**src/rtl/cordic_pkg.sv**
```systemverilog
// Shared definitions for the CORDIC front end: mode encodings, the quadrant
// decision code and the quarter-turn angle constant.
package cordic_pkg;

  localparam logic MODE_VECTOR = 1'b0;
  localparam logic MODE_ROTATE = 1'b1;

  // ROT_P90: x' = y, y' = -x.  ROT_M90: x' = -y, y' = x.
  typedef enum logic [1:0] {
    PASS    = 2'b00,
    ROT_P90 = 2'b01,
    ROT_M90 = 2'b10
  } dec_e;

  function automatic logic [63:0] ANGLE_90(input int unsigned aw);
    ANGLE_90 = 64'd1 << (aw - 32'd2);
  endfunction

endpackage

```
**src/rtl/qp_negsat.sv**
```systemverilog
// Saturating two's-complement negate: the most negative value maps to the
// most positive one and raises sat_o.
module qp_negsat #(
  parameter int W = 32
) (
  input  logic [W-1:0] a_i,
  output logic [W-1:0] neg_o,
  output logic         sat_o
);

  logic [W-1:0] min_s;
  logic [W-1:0] max_s;

  assign min_s = {1'b1, {(W-1){1'b0}}};
  assign max_s = {1'b0, {(W-1){1'b1}}};

  // Negate, clamping the one value whose negation is not representable.
  always_comb begin
    neg_o = {W{1'b0}};
    sat_o = 1'b0;
    if (a_i == min_s) begin
      neg_o = max_s;
      sat_o = 1'b1;
    end else begin
      neg_o = {W{1'b0}} - a_i;
      sat_o = 1'b0;
    end
  end

endmodule

```
**src/rtl/quadrant_prerotator.sv**
```systemverilog
// Two-stage quadrant pre-rotation ahead of the CORDIC core: S1 decodes the
// quadrant and fixes the angle, S2 applies the swap/negate with saturation.
module quadrant_prerotator
  import cordic_pkg::*;
#(
  parameter int W  = 32,
  parameter int AW = 32,
  parameter int TW = 4
) (
  input  logic          clk,
  input  logic          reset,
  input  logic          in_valid,
  output logic          in_ready,
  input  logic          in_mode,
  input  logic [W-1:0]  in_x,
  input  logic [W-1:0]  in_y,
  input  logic [AW-1:0] in_angle,
  input  logic [TW-1:0] in_tag,
  output logic          out_valid,
  input  logic          out_ready,
  output logic [W-1:0]  out_x,
  output logic [W-1:0]  out_y,
  output logic [AW-1:0] out_angle,
  output logic          out_mode,
  output logic [TW-1:0] out_tag,
  output logic          out_sat
);

  localparam logic [AW-1:0] A90 = AW'(ANGLE_90(AW));

  logic          s1_valid_q, s1_valid_d;
  logic          s2_valid_q, s2_valid_d;
  logic          s1_load_s, s2_load_s;

  logic          s1_mode_q;
  logic [W-1:0]  s1_x_q, s1_y_q;
  logic [TW-1:0] s1_tag_q;
  dec_e          s1_dec_q, dec_d;
  logic [AW-1:0] s1_angle_q, angle_d, base_s;

  logic [W-1:0]  out_x_q, out_y_q, x_d, y_d;
  logic [AW-1:0] out_angle_q;
  logic          out_mode_q, out_sat_q, sat_d;
  logic [TW-1:0] out_tag_q;

  logic [W-1:0]  neg_x_s, neg_y_s;
  logic          sat_x_s, sat_y_s;

  assign in_ready = ~s1_valid_q | ~s2_valid_q | out_ready;

  // Stage occupancy: a stage loads when empty or when it drains this cycle.
  always_comb begin
    s2_load_s  = s1_valid_q & (~s2_valid_q | out_ready);
    s1_load_s  = in_valid & in_ready;
    s1_valid_d = s1_valid_q;
    s2_valid_d = s2_valid_q;
    if (s1_load_s) begin
      s1_valid_d = 1'b1;
    end else if (s2_load_s) begin
      s1_valid_d = 1'b0;
    end else begin
      s1_valid_d = s1_valid_q;
    end
    if (s2_load_s) begin
      s2_valid_d = 1'b1;
    end else if (out_ready) begin
      s2_valid_d = 1'b0;
    end else begin
      s2_valid_d = s2_valid_q;
    end
  end

  // Quadrant decision; VECTOR offsets start from zero, ROTATE from the input angle.
  always_comb begin
    dec_d   = PASS;
    base_s  = {AW{1'b0}};
    angle_d = {AW{1'b0}};
    if (in_mode == MODE_VECTOR) begin
      base_s = {AW{1'b0}};
      if (!in_x[W-1]) begin
        dec_d = PASS;
      end else if (!in_y[W-1]) begin
        dec_d = ROT_P90;
      end else begin
        dec_d = ROT_M90;
      end
    end else begin
      base_s = in_angle;
      case (in_angle[AW-1:AW-2])
        2'b01:   dec_d = ROT_M90;
        2'b10:   dec_d = ROT_P90;
        default: dec_d = PASS;
      endcase
    end
    case (dec_d)
      ROT_P90: angle_d = base_s + A90;
      ROT_M90: angle_d = base_s - A90;
      default: angle_d = base_s;
    endcase
  end

  qp_negsat #(.W(W)) u_neg_x (
    .a_i   (s1_x_q),
    .neg_o (neg_x_s),
    .sat_o (sat_x_s)
  );

  qp_negsat #(.W(W)) u_neg_y (
    .a_i   (s1_y_q),
    .neg_o (neg_y_s),
    .sat_o (sat_y_s)
  );

  // Swap/negate selection; only the negation actually used can flag saturation.
  always_comb begin
    x_d   = s1_x_q;
    y_d   = s1_y_q;
    sat_d = 1'b0;
    case (s1_dec_q)
      ROT_P90: begin
        x_d   = s1_y_q;
        y_d   = neg_x_s;
        sat_d = sat_x_s;
      end
      ROT_M90: begin
        x_d   = neg_y_s;
        y_d   = s1_x_q;
        sat_d = sat_y_s;
      end
      default: begin
        x_d   = s1_x_q;
        y_d   = s1_y_q;
        sat_d = 1'b0;
      end
    endcase
  end

  // Pipeline registers; data fields change only when their stage loads.
  always_ff @(posedge clk) begin
    if (reset) begin
      s1_valid_q  <= 1'b0;
      s2_valid_q  <= 1'b0;
      s1_mode_q   <= 1'b0;
      s1_x_q      <= {W{1'b0}};
      s1_y_q      <= {W{1'b0}};
      s1_tag_q    <= {TW{1'b0}};
      s1_dec_q    <= PASS;
      s1_angle_q  <= {AW{1'b0}};
      out_x_q     <= {W{1'b0}};
      out_y_q     <= {W{1'b0}};
      out_angle_q <= {AW{1'b0}};
      out_mode_q  <= 1'b0;
      out_tag_q   <= {TW{1'b0}};
      out_sat_q   <= 1'b0;
    end else begin
      s1_valid_q <= s1_valid_d;
      s2_valid_q <= s2_valid_d;
      if (s1_load_s) begin
        s1_mode_q  <= in_mode;
        s1_x_q     <= in_x;
        s1_y_q     <= in_y;
        s1_tag_q   <= in_tag;
        s1_dec_q   <= dec_d;
        s1_angle_q <= angle_d;
      end
      if (s2_load_s) begin
        out_x_q     <= x_d;
        out_y_q     <= y_d;
        out_angle_q <= s1_angle_q;
        out_mode_q  <= s1_mode_q;
        out_tag_q   <= s1_tag_q;
        out_sat_q   <= sat_d;
      end
    end
  end

  assign out_valid = s2_valid_q;
  assign out_x     = out_x_q;
  assign out_y     = out_y_q;
  assign out_angle = out_angle_q;
  assign out_mode  = out_mode_q;
  assign out_tag   = out_tag_q;
  assign out_sat   = out_sat_q;

endmodule

```
**config.mk**
```make
export PLATFORM = sky130hd
export DESIGN_NAME = quadrant_prerotator
export DESIGN_NICKNAME = d
export VERILOG_FILES = /design/src/rtl/cordic_pkg.sv /design/src/rtl/qp_negsat.sv /design/src/rtl/quadrant_prerotator.sv
export SDC_FILE = /design/constraint.sdc
export NUM_CORES = 1
export LEC_CHECK = 0
export BUFFER_PORTS_ARGS = -buffer_cell sky130_fd_sc_hd__buf_4
export CAP_MARGIN = 10
export CELL_PAD_IN_SITES_DETAIL_PLACEMENT = 1
export CELL_PAD_IN_SITES_GLOBAL_PLACEMENT = 2
export CORE_ASPECT_RATIO = 0.8
export CORE_MARGIN = 5
export CORE_UTILIZATION = 31
export DETAILED_ROUTE_END_ITERATION = 12
export GPL_TIMING_DRIVEN = 0
export PLACE_DENSITY_LB_ADDON = 0.08
export SLEW_MARGIN = 15
export SYNTH_ARGS = -nofsm -noshare
export SYNTH_HDL_FRONTEND = slang
export SYNTH_SLANG_ARGS = --single-unit
```
**constraint.sdc**
```tcl
create_clock -name clk -period 3.5 [get_ports clk]
set_input_delay 0.7 -clock clk [delete_from_list [all_inputs] [get_ports clk]]
set_output_delay 0.7 -clock clk [all_outputs]
set_load 0.02 [all_outputs]
```
==> results of run 1 <==
-- sequential cells by signal, indices dropped and copies added (netlist names) --
register    count
out_angle      32
s1_angle_q     32
s1_y_q         32
s1_tag_q        4
out_y          32
out_tag         4
out_x          32
s1_valid_q      1
out_mode        1
s1_mode_q       1
out_sat         1
s1_dec_q        2
out_valid       1
s1_x_q         32
-- metrics by stage --
stage | util [%] | setup WS, ns
after global placement | 37.6 | -0.594
after floorplan | - | 0.971
final | 40.3 | 0.118
after CTS | 40.2 | 0.0352
after detailed placement | 37.7 | 0.0380
after global routing | 40.3 | 0.0159
-- logic make-up (layout without fill, tap and decap cells) --
| logic type | after synthesis | in the layout | share of synthesized area [%] |
|---|---|---|---|
| and+or+nand+nor | 541 | 541 | 24.4 |
| buffers and inverters | 156 | 405 | 6.52 |
| muxes | 6 | 6 | 0.645 |
| adders and majority gates | 5 | 5 | 0.620 |
| AOI/OAI and AO/OA | 409 | 409 | 26.3 |
| xor gates and xnor gates | 5 | 5 | 0.434 |
| DFF | 207 | 207 | 41.1 |
-- what timing repair did --
action / 4_1_cts / 5_1_grt
setup endpoints to repair: 0 / 13
hold buffers: 0 / 0
resized for setup: 0 / 3
-- worst paths after layout --
check                    end  cells past startpoint       from  slack (ns)
hold reg to reg     out_y[7]                      2   out_y[7]        0.44
hold / removal    s1_valid_q                      3   in_valid        0.40
setup / recovery    out_y[7]                      8  s1_x_q[0]        0.12
setup reg to reg    out_y[7]                      8  s1_x_q[0]        0.12
-- Yosys cell counts (all sizes together), types with 9 or more instances --
library cell  number
nand2            329
dfxtp            207
a21oi            157
clkbuf           102
o21ai             82
nand3             47
nor2              39
inv               27
a211oi            25
nor3              24
buf               22
nor4              20
or4               19
a311oi            17
o31ai             15
nand4             14
a221oi            13
or3               13
a31oi             11
nand2b            11
a32o              10
o41ai              9
-- layout make-up --
| type | instances | area share (%) |
|---|---|---|
| multi-input cells | 966 | 40.8 |
| flip-flops and latches | 207 | 31.8 |
| repair buffers | 207 | 11.9 |
| clock buffers | 38 | 5.79 |
| plain buffers | 127 | 4.22 |
| well taps | 427 | 4.10 |
| inverters | 29 | 0.836 |
| clock inverters | 4 | 0.538 |
-- worst min-delay path, stage by stage --
cell and delay [ns]:
buf_4 0.09, a21oi_1 0.04, nor2_1 0.07
-- metal layers --
layer  vias up  part of all wire (%)  track usage (%)
li1       5260                     -                -
met1      5686                    47             38.2
met2       416                    43             38.9
met3        73                   7.6             5.22
met4         0                   2.3             5.40
met5         -                     0                0
-- power groups by stage --
stage | Clock (mW) | Sequential (mW) | Combinational (mW)
after floorplan | 0 | 2.66 | 0.645
after global placement | 0 | 2.64 | 1.24
after detailed placement | 0 | 2.64 | 1.25
after CTS | 2.71 | 2.59 | 1.26
after global routing | 2.79 | 2.61 | 1.37
final | 2.65 | 2.60 | 1.29
==> metrics, run 1 <==
Final min period=~3.4 ns; CTS max path bufs=3; worst path required time=between 3 and 4 ns; Buf/Inv on CP=2; Multi-input gate area=roughly 5300 µm²; Net Switching=just over 2 mW; I/O pin cnt=209; core area=roughly 32000 µm²; fin area=around 13000 µm²; sequential share of power=between 30% and 40%; total track usage=between 20% and 30%; initial antenna violation count=0; DRC=0; Layout area overhead=29.1%; via density per instance=5.70; initial drt markers=866; power density over the cells=between 500 and 600 nW/µm²; pin count of the biggest net entering global routing=13; final period utilization=96.6%; Int Pwr=approximately 4.5 mW; startpoint types=register; CP arrival=~3.9 ns; Top FF cell, synth=dfxtp_1; wire length per cell=~25 µm; fin cells=around 2000; # nets final=approximately 1700; CTS tree=done; Max-Cap Viols=0; Synthesized Nets=roughly 1400; ranking of synthesized cells by area=dfxtp_1 (41%), nand2_1 (12%), a21oi_1 (7.7%); FF/Latch Area=just over 4000 µm²; FF+latch count, synth=a little over 200; Static Leak=4.93 nW; crit path capture type=register; # placed instances=between 1500 and 2000; routed wire length=49200 µm; CP max stage cell=o31ai_4; mapped cell area=between 10000 and 15000 µm²; Syn Inst Count=1329; Post-synth EDFFs=0; Post-DRT Antenna Nets=0; Yosys cell types=78; Clock power frac=40.6%; post-place instance area=between 10000 and 15000 µm²; YS warnings=0; FMAX=about 300 MHz; first-pass GRT wire length=71000 µm; Hold WC Path Type=input port to register; CP top delay family=simple AND/OR/NAND/NOR gates; relative slew slack=between 20% and 30%; outcome=finished clean; layout cells sized above 1=between 10% and 20%; Final Setup Violations=0; Initial Util=31.2%; Slew Viols, Final=0; Root Driver=clkbuf_16; CP cell instances=inv_1, ha_1, nor4b_1, nand4_1, o31ai_4, buf_2, o221ai_1, nand2_1; Final HPWL DP=37600 µm; Comb pwr share=between 10% and 20%; crit path kind=register to register; cell taking the most area after synthesis=dfxtp_1; CTS H-tree depth=1; Final Hold Fails=0; IO Port Bufs=206; Switching Fraction=between 30% and 40%; Worst Path Max Fanout=10; Seq/Total Area, Yosys=41.1%; DR vias=between 10000 and 15000; Synth top area share=around two fifths; Diodes inserted=0; FP Rows=between 50 and 60; Overall Power=6.54 mW; CP max stage delay=between 0.7 and 0.8 ns; commonest non-fill, non-tap cell in the layout=nand2_1; routability cong.=roughly 0.94; Max IR drop VDD=slightly below 0.3 mV; ys async rst share=0%; RSZ-0062 raised after global routing=no; Clk pin slew, worst setup/hold paths=0.06 ns; Clock Skew=about 0.012 ns; clock sink count=207; Num CTS Buffers=24; number of global-route vias before repair=11000; post-CTS setup buffers=0; Fill cells=about 4000; worst skew pair latency=0.54 ns; most frequent cells in the layout=nand2_1 (329), buf_4 (208), dfxtp_1 (207); worst slew pin tran=~1.2 ns; chip width=~210 µm; Syn Area/Cell=7.59 µm²; total grt overflow=0; die height=between 150 and 200 µm; die footprint=36300 µm²; TNS Setup=0 ns; Hold WS=approximately 0.40 ns; first-pass iteration count of the detailed router=7
No activity file was read; power rests on OpenSTA's default activity.
==> run 2: changes to the inputs <==
--- a/config.mk
+++ b/config.mk
@@ -15,6 +15,7 @@
 export DETAILED_ROUTE_END_ITERATION = 12
 export GPL_TIMING_DRIVEN = 0
 export PLACE_DENSITY_LB_ADDON = 0.08
+export RECOVER_POWER = 50
 export SLEW_MARGIN = 15
 export SYNTH_ARGS = -nofsm -noshare
 export SYNTH_HDL_FRONTEND = slang
==> metrics, run 2 (same netlist as run 1, synthesis figures left out) <==
hold path start=in_valid; power density over the cells=514 nW/µm²; Post-CTS Hold Fix Bufs=0; Final HPWL DP=37600 µm; Worst Path Max Fanout=10; final period utilization=around 100%; wire length per cell=approximately 25 µm; worst path required time=about 4.0 ns; pin count of the biggest net entering global routing=13; Max-Cap Viols=0; reg-to-reg startpoint=s1_y_q[6]; crit path capture type=register; worst skew pair latency=about 0.54 ns; crit path kind=register to register; CTS H-tree depth=1; most frequent cells in the layout=nand2_1 (329), clkbuf_1 (214), dfxtp_1 (207); clock sink count=between 200 and 250; startpoint types=register; total grt overflow=0; CP max stage cell=nor3_1; IO Port Bufs=roughly 210; # resized after CTS=0; post-CTS setup buffers=0; worst slew pin tran=1.31 ns; Clock Skew=roughly 0.011 ns; DR vias=11400; FP Rows=59; CP arrival=3.92 ns; relative slew slack=about an eighth; layout cells sized above 1=roughly 11%; die footprint=36300 µm²; post-place instance area=roughly 12000 µm²; Overall Power=6.50 mW; outcome=finished clean; Final Hold Fails=0; Diodes inserted=0; first-pass GRT wire length=about 70000 µm; initial drt markers=roughly 800; Post-DRT Antenna Nets=0; chip width=around 210 µm; CP cell instances=nor3_1, nand4_1, o31ai_4, buf_6, o221ai_2, a21oi_2; Num CTS Buffers=24; routability cong.=roughly 0.94; routed wire length=between 40000 and 50000 µm; Buf/Inv on CP=1; core area=between 30000 and 40000 µm²; Setup crit start=s1_y_q[6]; Static Leak=~4.5 nW; Final min period=between 3 and 4 ns; Layout area overhead=25.2%; I/O pin cnt=between 200 and 250; TNS Setup=0 ns; total track usage=roughly 26%; FMAX=290 MHz; CP max stage delay=roughly 1.1 ns; first-pass iteration count of the detailed router=5; CTS tree=done; # nets final=around 1700; Reg2Reg Setup Slack=~0.05 ns; Hold WC Path Type=input port to register; Max IR drop VDD=0.297 mV; Hold WS=between 0.4 and 0.5 ns; commonest non-fill, non-tap cell in the layout=nand2_1; via density per instance=between 5 and 6; Slew Viols, Final=0; RSZ-0062 raised after global routing=no; number of global-route vias before repair=11000; die height=between 150 and 200 µm; Initial Util=between 30% and 40%; Root Driver=clkbuf_16; CTS max path bufs=3; fin area=between 10000 and 15000 µm²; Final Setup Violations=0; DRC=0; Clk pin slew, worst setup/hold paths=around 0.060 ns; initial antenna violation count=0; CP top delay family=simple AND/OR/NAND/NOR gates
## run 2: cell types whose count changed in the layout (fill, tap and decap cells not counted)
| cell | before | now |
|---|---|---|
| buf_4 | 208 | 104 |
| clkbuf_1 | 107 | 214 |
| buf_1 | 9 | 6 |
## run 2: final cells by class
| cell class | instances | area [µm²] |
|---|---|---|
| Buffer | 127 | 549 |
| Clock buffer | 38 | 754 |
| Clock inverter | 4 | 70.1 |
| Fill cell | 4047 | 19700 |
| Inverter | 29 | 109 |
| Multi-Input combinational cell | 966 | 5310 |
| Sequential cell | 207 | 4140 |
| Tap cell | 427 | 534 |
| Timing Repair Buffer | 207 | 1160 |
## run 2: where the power goes
group	switching (mW)	total [mW]	internal (mW)
logic	0.869	1.24	0.375
clock network	1.05	2.66	1.61
registers	0.121	2.59	2.47
total	2.04	6.50	4.46
## run 2: worst paths after layout
kind | to | cells after the start
worst min-delay path | s1_valid_q | 3
worst max register to register | out_x[6] | 6
worst max-delay path | out_x[6] | 6
worst min register to register | out_y[7] | 2
## run 2: metal layers
layer  vias up  wire length [µm]  track usage [%]
li1       5251                 -                -
met1      5698             23400             38.2
met2       392             21000             38.9
met3        74              3600             5.22
met4         0              1140             5.40
met5         -                 0                0
## run 2: per-stage QoR
stage          std cells  setup slack, ns  util, %
6_report            2005           0.0503     39.1
5_1_grt             2005           0.0159     39.1
4_1_cts             2005           0.0352     40.2
3_5_place_dp        1963           0.0380     37.7
3_3_place_gp        1962           -0.594     37.6
2_1_floorplan       1329            0.971        -
## run 2: worst register-to-register path: cells and delay by family, from the launching register on
kind | cells | cell delay [ns]
DFF | 1 | 0.46
buffers and inverters | 1 | 0.25
AOI/OAI and AO/OA | 3 | 0.99
and+or+nand+nor | 2 | 1.69
==> run 3: changes to the inputs <==
--- a/config.mk
+++ b/config.mk
@@ -9,7 +9,6 @@
 export CAP_MARGIN = 10
 export CELL_PAD_IN_SITES_DETAIL_PLACEMENT = 1
 export CELL_PAD_IN_SITES_GLOBAL_PLACEMENT = 2
-export CORE_ASPECT_RATIO = 0.8
 export CORE_MARGIN = 5
 export CORE_UTILIZATION = 31
 export DETAILED_ROUTE_END_ITERATION = 12
==> metrics, run 3 (same netlist as run 1, synthesis figures left out) <==
outcome=finished clean; CTS tree=done; CP arrival=around 3.8 ns; I/O pin cnt=209; Layout area overhead=25.7%; wire length per cell=between 20 and 25 µm; RSZ-0062 raised after global routing=no; die height=between 150 and 200 µm; Clk pin slew, worst setup/hold paths=about 0.06 ns; worst path required time=a little under 4 ns; Hold WC Path Type=input port to register; CTS max path bufs=3; total track usage=25.4%; Slew Viols, Final=0; total grt overflow=0; routability cong.=around 0.9; relative slew slack=between 20% and 30%; # nets final=approximately 1700; Clock Skew=0.0210 ns; power density over the cells=518 nW/µm²; clock sink count=~210; initial drt markers=about 660; worst skew pair latency=0.55 ns; Final min period=3.29 ns; TNS Setup=0 ns; Post-CTS Hold Fix Bufs=0; first-pass iteration count of the detailed router=5; Final Setup Violations=0; IO Port Bufs=~210; post-CTS setup buffers=0; FMAX=between 300 and 400 MHz; pin count of the biggest net entering global routing=13; routed wire length=around 47000 µm; Max IR drop VDD=0.360 mV; final core occ=roughly two fifths; Num CTS Buffers=25; number of global-route vias before repair=11400; Worst Path Max Fanout=10; startpoint types=register; FP Rows=66; worst slew pin tran=roughly 1.1 ns; Initial Util=a little under a third; most frequent cells in the layout=nand2_1 (329), clkbuf_1 (214), dfxtp_1 (207); via density per instance=around 5.5; CTS H-tree depth=1; Reg2Reg Depth=7; Static Leak=about 4.5 nW; die footprint=36300 µm²; layout cells sized above 1=roughly 11%; Final HPWL DP=around 36000 µm; Diodes inserted=0; Post-DRT Antenna Nets=0; core area=about 32000 µm²; final period utilization=93.9%; DRC=0; crit path kind=register to register; Root Driver=clkbuf_16; crit path capture type=register; Final Hold Fails=0; initial antenna violation count=0; first-pass GRT wire length=roughly 71000 µm; chip width=190 µm; DR vias=between 10000 and 15000; worst hold path depth=3; Max-Cap Viols=0; commonest non-fill, non-tap cell in the layout=nand2_1
==> run 3: routing by layer <==
| metal | global-route usage [%] | routed length (µm) | vias up |
|---|---|---|---|
| li1 | - | - | 5258 |
| met1 | 32.5 | 19900 | 5487 |
| met2 | 43.8 | 22700 | 375 |
| met3 | 4.91 | 3230 | 71 |
| met4 | 7.15 | 1480 | 0 |
| met5 | 0 | 0 | - |
==> run 3: layout make-up <==
cell class | instances | area, µm²
Timing Repair Buffer | 206 | 1160
Tap cell | 442 | 553
Buffer | 127 | 549
Inverter | 29 | 109
Fill cell | 4064 | 19700
Clock inverter | 9 | 126
Sequential cell | 207 | 4140
Multi-Input combinational cell | 966 | 5310
Clock buffer | 36 | 737
==> run 3: final timing paths <==
| kind | from | endpoint | slack [ns] |
|---|---|---|---|
| setup / recovery | s1_y_q[17] | out_x[3] | 0.21 |
| hold / removal | in_valid | s1_valid_q | 0.40 |
| setup reg to reg | s1_y_q[17] | out_x[3] | 0.21 |
| hold reg to reg | out_y[3] | out_y[3] | 0.44 |
==> run 3: critical path, stage by stage (launching register included) <==
cell	delay, ns
dfxtp_1	0.29
clkbuf_1	0.18
nor3_1	0.90
nand4_1	0.54
o31ai_4	0.67
buf_6	0.25
o221ai_1	0.21
nand2_1	0.16
==> run 3: power by group <==
group	switching, mW	internal (mW)	total [mW]
registers	0.122	2.47	2.60
clock network	1.09	1.68	2.77
logic	0.831	0.373	1.20
==> run 3: through the flow <==
stage / cell area [µm²] / total power, mW / setup WS, ns / hold WS, ns / instances
after floorplan: 10100 / 3.30 / 0.971 / 0.432 / 1329
after global placement: 12200 / 3.87 / -0.0222 / 0.431 / 1977
after detailed placement: 12200 / 3.88 / -0.0900 / 0.433 / 1977
after CTS: 13100 / 6.65 / 0.0346 / 0.389 / 2022
after global routing: 12700 / 6.83 / 0.0709 / 0.401 / 2022
final: 12700 / 6.56 / 0.213 / 0.397 / 2022
==> run 3: what timing repair did <==
| item | in CTS | in global routing |
|---|---|---|
| setup endpoints to repair | 2 | 12 |
| gates resized for setup | 1 | 2 |
| gates cloned | 0 | 0 |
| pin swaps | 0 | 0 |
